$ cat config.mk
export PLATFORM = sky130hd
export DESIGN_NAME = memory_handler
export DESIGN_NICKNAME = d
export VERILOG_FILES = /design/src/rtl/memory_handler.sv
export SDC_FILE = /design/constraint.sdc
export NUM_CORES = 1
export LEC_CHECK = 0
export BUFFER_PORTS_ARGS = -buffer_cell sky130_fd_sc_hd__buf_2
export CORE_UTILIZATION = 42
export DETAILED_ROUTE_END_ITERATION = 6
export PLACE_DENSITY = 0.85
export SLEW_MARGIN = 10
export SYNTH_ARGS = -nofsm -noshare
export SYNTH_HDL_FRONTEND = slang
export SYNTH_SLANG_ARGS = --single-unit
$ cat constraint.sdc
create_clock -name clk -period 2.21 [get_ports clk]
set_input_delay 0.3315 -clock clk [delete_from_list [all_inputs] [get_ports clk]]
set_output_delay 0.3315 -clock clk [all_outputs]
set_load 0.01 [all_outputs]
$ cat src/rtl/memory_handler.sv
// rtl/memory_handler.sv - load/store sequencer between core and a registered single-port word RAM
// Define MEMORY_HANDLER_RMW_EN to support byte/half stores by read-modify-write.
module memory_handler #(
  parameter int IDX_W = 12
) (
  input  logic        clk,
  input  logic        rst,
  input  logic        mem_read,
  input  logic        mem_write,
  input  logic [1:0]  mem_size,
  input  logic        load_unsigned,
  input  logic [31:0] address,
  input  logic [31:0] store_data,
  input  logic [31:0] data_read,
  output logic [31:0] data_address,
  output logic        dm_read_en,
  output logic        dm_write_en,
  output logic [31:0] data_to_write,
  output logic [31:0] load_data,
  output logic        freeze,
  output logic        done,
  output logic        misaligned_err
);

  typedef enum logic [2:0] {
    IDLE, LD_REQ, LD_CAP,
`ifdef MEMORY_HANDLER_RMW_EN
    RMW_REQ, RMW_CAP,
`endif
    ST_WR, DONE
  } state_t;

  state_t            state, next;
  logic [IDX_W+1:0]  addr_q;
  logic [1:0]        size_q;
  logic              uns_q;
  logic [31:0]       wdata_q;

  logic        req, is_word, misaligned, bad, accept;
  logic [4:0]  lane_sh;
  logic [15:0] lane;
  logic [31:0] load_ext;
  logic        unused_addr;

  assign unused_addr = ^address[31:IDX_W+2];

  assign req        = mem_read | mem_write;
  assign is_word    = mem_size[1];
  assign misaligned = ((mem_size == 2'b01) & address[0]) | (is_word & (|address[1:0]));
`ifdef MEMORY_HANDLER_RMW_EN
  assign bad        = misaligned;
`else
  // Without RMW a sub-word store cannot be built, so it is rejected like a misaligned access.
  assign bad        = misaligned | (mem_write & ~is_word);
`endif
  assign accept     = (state == IDLE) & req & ~bad;

  assign data_address  = {{(32-IDX_W){1'b0}}, addr_q[IDX_W+1:2]};
  assign data_to_write = wdata_q;

  assign lane_sh = (size_q == 2'b00) ? {addr_q[1:0], 3'b000} : {addr_q[1], 4'b0000};
  assign lane    = 16'(data_read >> lane_sh);

  always_comb begin
    load_ext = data_read;
    if (size_q == 2'b00)
      load_ext = {{24{~uns_q & lane[7]}}, lane[7:0]};
    else if (size_q == 2'b01)
      load_ext = {{16{~uns_q & lane[15]}}, lane};
  end

`ifdef MEMORY_HANDLER_RMW_EN
  logic [31:0] lane_mask, merged;
  assign lane_mask = ((size_q == 2'b00) ? 32'h0000_00FF : 32'h0000_FFFF) << lane_sh;
  assign merged    = (data_read & ~lane_mask) | ((wdata_q << lane_sh) & lane_mask);
`endif

  always_comb begin
    next           = state;
    dm_read_en     = 1'b0;
    dm_write_en    = 1'b0;
    freeze         = 1'b0;
    done           = 1'b0;
    misaligned_err = 1'b0;
    case (state)
      IDLE: begin
        if (req) begin
          if (bad) begin
            misaligned_err = 1'b1;
          end else begin
            freeze = 1'b1;
            if (!mem_write)   next = LD_REQ;
`ifdef MEMORY_HANDLER_RMW_EN
            else if (!is_word) next = RMW_REQ;
`endif
            else              next = ST_WR;
          end
        end
      end
      LD_REQ:  begin dm_read_en = 1'b1; freeze = 1'b1; next = LD_CAP; end
      LD_CAP:  begin freeze = 1'b1; next = DONE; end
`ifdef MEMORY_HANDLER_RMW_EN
      RMW_REQ: begin dm_read_en = 1'b1; freeze = 1'b1; next = RMW_CAP; end
      RMW_CAP: begin freeze = 1'b1; next = ST_WR; end
`endif
      ST_WR:   begin dm_write_en = 1'b1; freeze = 1'b1; next = DONE; end
      DONE:    begin done = 1'b1; next = IDLE; end
      default: next = IDLE;
    endcase
  end

  always_ff @(posedge clk or negedge rst) begin
    if (!rst) begin
      state     <= IDLE;
      addr_q    <= '0;
      size_q    <= 2'b00;
      uns_q     <= 1'b0;
      wdata_q   <= '0;
      load_data <= '0;
    end else begin
      state <= next;
      if (accept) begin
        addr_q  <= address[IDX_W+1:0];
        size_q  <= mem_size;
        uns_q   <= load_unsigned;
        wdata_q <= store_data;
      end
      if (state == LD_CAP) load_data <= load_ext;
`ifdef MEMORY_HANDLER_RMW_EN
      if (state == RMW_CAP) wdata_q <= merged;
`endif
    end
  end

endmodule

After elaboration in Yosys (flattened, before gate mapping) --
Index checks and enable logic that the tools add are counted.
Word-level totals: flip-flop bits (word level) 84, bits of input ports 103, logic and storage cells 50
Operators by class: equality and inequality tests 8, shifts and indexed selects 1, multiplexer cells 16, bitwise operators 13, reductions and logical operators 6
Operator list (count):
- 2-to-1 mux 32 bit | 2
- right shift 32 x 5 -> 16 bit | 1
- case mux 3 bit (3 select lines) | 1
- 2-to-1 mux 1 bit | 8
- bitwise AND 1 bit | 7
- == test 3 x 2 -> 1 bit (second input constant) | 2
- 2-to-1 mux 3 bit | 2
- == test 2 x 1 -> 1 bit (second input constant) | 2
- 2-to-1 mux 4 bit | 1
- != test 2 bit (second input constant) | 2
- OR reduction 2 bit | 2
- == test 3 x 1 -> 1 bit (second input constant) | 1
- == test 3 bit (second input constant) | 1
- logical NOT 3 bit | 1
- NOT 1 bit | 3
- bitwise OR 1 bit | 3
- OR reduction 3 bit | 1
- logical NOT 2 bit | 1
- 2-to-1 mux 2 bit | 1
- case mux 1 bit (2 select lines) | 1
- AND reduction 2 bit | 1

Longest topological paths before layout --
depth in word-level cells 7, gate-level depth with buffers 6, mapped depth without buffers 4

Worst setup path after synthesis --
No wires, ideal clock.
path kind register to register, start point register state[0], end point register load_data[1], arrival 1612 ps, slack 478 ps, stages on the path, launching flop included 7, path buffers 2, clock period less this slack 1732 ps, path through dfrtp_1 > or3b_1 > buf_2 > or3_1 > buf_2 > o22ai_1 > nor2_1
Between the ends: cells in the longest elaborated chain, start to end 1
RTL lines:
- start: declaration | RTL line 33 | state_t state, next;
- start signal: assignment | RTL line 121 | state <= next;
- == test 3 x 2 -> 1 bit | RTL line 128 | if (state == LD_CAP) load_data <= load_ext;
- end signal: assignment | RTL line 128
- end: declaration | RTL line 19 | output logic [31:0] load_data,
Every way passes these cells. A chain may end at the register's enable or synchronous reset.

Worst setup path in the final report --
start point register state[0], end point output misaligned_err
Between the ends: cells in the longest elaborated chain, start to end 2
RTL lines:
- logical NOT 3 bit | RTL line 85 | case (state)
- 2-to-1 mux 1 bit | RTL line 85
- end: declaration | RTL line 22 | output logic misaligned_err
Every way passes these cells.

==> metrics.cfg <==
[status]
status=finished clean

[detailed_routing]
routed_via_density=5.11
dr.first_iter.drc_count=97
routed_wire_length_per_instance_um=15.3
ant_nets=0
drtPass1Iterations=7
dr_total_vias=3160
wl_um=9470
drt_drc_violations_left=0

[logic_synthesis]
yosysWarnings=0
netlist_instances=356
avgSynthCellArea_um2=11.0
ys_ff_latch=84
yosysUniqueCellTypes=32
syn_area_mm2=0.00392
ys_seq_area_frac=0.537

[pwr]
ir_drop_mv=0.698
p_leak_nw=2.46
powerDensity_mw_per_mm2=1400

[min_path]
hp-class=in -> reg

[die]
die_w_um=98.6
num_rows=34
dieArea_mm2=0.00972
fp.dieH_um=98.6
ioPinCount=204
initial_core_util=0.440
core-area_mm2=0.00889

[grt]
grt_pass1_wl_um=15200
grt.total_usage=0.199
grt_max_degree=49
antenna_found_initial=0
overflow=0
grt_pass1_vias=3235

[worst_setup_path]
slowest_delay_ps=470
cp.required_ps=1880
critPathCaptureType=primary output
cp_cell_sequence=nor4_1 > nor2b_1 > buf_2
crit_path_start_kind=flop
cpMaxStageDelayCell=dfrtp_1
worstSetupPathType=reg -> out
path_delay_family=simple AND/OR/NAND/NOR gates
cp_max_fo=7
cp_num_buf_inv=1
worst_ep_arrival_time_ps=1560

[sta]
fmax_mhz=528
rsz0062_at_grt=no
setup_viol=0
tns_ps=0
max_slew.worst_pin.slew_ps=546
maxSlewHeadroom=0.636
fin_crit_sh=0.856
final_hold_viol_count=0
slew_viol_final=0
whs_ps=196
layout_min_cycle_time_ps=1890
finalClockSkew_ps=13.3

[final_layout]
nets=609
syn_to_final_growth_pct=25.2
mostFrequentLayoutCells=buf_2, dfrtp_1, mux2_2, nand3_1, nor2_1
drive_gt1_frac=0.474
diodes=0
final_common_cell=buf_2

[clock_tree]
cts_buffers=9
cts.path.max_buffers=2
cts_resized=0
cts_root_buf=clkbuf_8
clk_latency_ps=360
path_clk_slew_ps=100
h-tree-depth=3
numClockSinks=84
cts_tree=yes
cts_setup_buffers=0

[placed_design]
io_buffers=165
dp.final_hpwl_um=7100
gp_congestion=0.858

[flow_run]
cap_violations=0

through the flow:
| step | setup WS [ps] | util | instances | instance area [um^2] | power [W] |
|---|---|---|---|---|---|
| floorplan | 478 | - | 375 | 3990 | 0.00478 |
| global placement | 443 | 0.530 | 602 | 4710 | 0.00571 |
| detailed placement | 355 | 0.530 | 602 | 4710 | 0.00584 |
| CTS | 295 | 0.551 | 619 | 4900 | 0.00692 |
| global route | 192 | 0.551 | 619 | 4900 | 0.00732 |
| finish | 318 | 0.551 | 619 | 4900 | 0.00685 |
worst paths after layout:
kind	startpoint	to	slack (ps)	cells after the start
hold / removal	store_data[4]	data_to_write[4]	200	2
setup reg to reg	state[2]	load_data[17]	320	4
min in group asynchronous	rst	addr_q[2]	460	2
max in group asynchronous	rst	load_data[7]	1140	3
hold reg to reg	load_data[25]	load_data[25]	500	2
setup / recovery	state[0]	misaligned_err	320	3
report_power, final:
group | switching (W) | internal [W]
combinational | 0.00157 | 0.00146
sequential | 0.000488 | 0.00229
clock | 0.000608 | 0.000433
total | 0.00266 | 0.00418
synthesized netlist by cell type:
library cell	instances	share of area
nor3_1	2	0.0026
a22oi_1	7	0.013
nand3_2	1	0.0026
o22ai_1	7	0.011
a2111o_1	1	0.0029
a22o_1	7	0.016
mux2_2	50	0.14
nor2b_1	10	0.016
o221ai_2	1	0.0038
o21ai_0	9	0.012
buf_1	4	0.0038
nand2b_1	1	0.0016
nor3b_2	1	0.0032
dfrtp_1	84	0.54
nor2_1	27	0.026
a31oi_1	1	0.0016
mux2i_1	3	0.0077
buf_4	33	0.063
nand3_1	31	0.040
a21oi_1	19	0.024
and2_1	2	0.0032
o21a_1	1	0.0019
nand3b_1	1	0.0019
inv_1	3	0.0029
clkbuf_1	10	0.0096
conb_1	1	0.00096
nor4_1	1	0.0016
buf_2	7	0.0089
or3b_1	1	0.0022
nor3b_1	2	0.0038
nand2_1	20	0.019
or3_1	8	0.013
logic make-up (layout without fill, tap and decap cells):
kind of cell	Yosys count	count (layout)	synth area share
mux	53	53	0.151
buf+inv	57	193	0.0885
compound gates	53	53	0.0863
flops	84	84	0.537
simple gates	108	108	0.136
other cells	1	20	0.000958
metal layers:
layer | global-route usage | routed length (um) | vias up
met3 | 0.0610 | 867 | 11
li1 | - | - | 1483
met4 | 0.0746 | 147 | 0
met2 | 0.337 | 4530 | 170
met5 | 0 | 0 | -
met1 | 0.240 | 3930 | 1496
sequential cells by signal, summed over array words and instances (netlist names):
register       flops
size_q             2
load_data         32
addr_q            14
state              3
uns_q              1
data_to_write     32
timing repair:
item	4_1_cts	5_1_grt
hold buffers	1	0
endpoints found under the hold margin	36	0
setup endpoints to repair	0	0
cell type report:
class | instances | area (um^2)
Multi-Input combinational cell | 234 | 1550
Tap cell | 108 | 135
Sequential cell | 84 | 2100
Fill cell | 799 | 3990
Clock inverter | 6 | 55.1
Timing Repair Buffer | 174 | 923
Inverter | 3 | 11.3
Clock buffer | 10 | 128
Note: power is estimated with default switching activity, not from simulation.
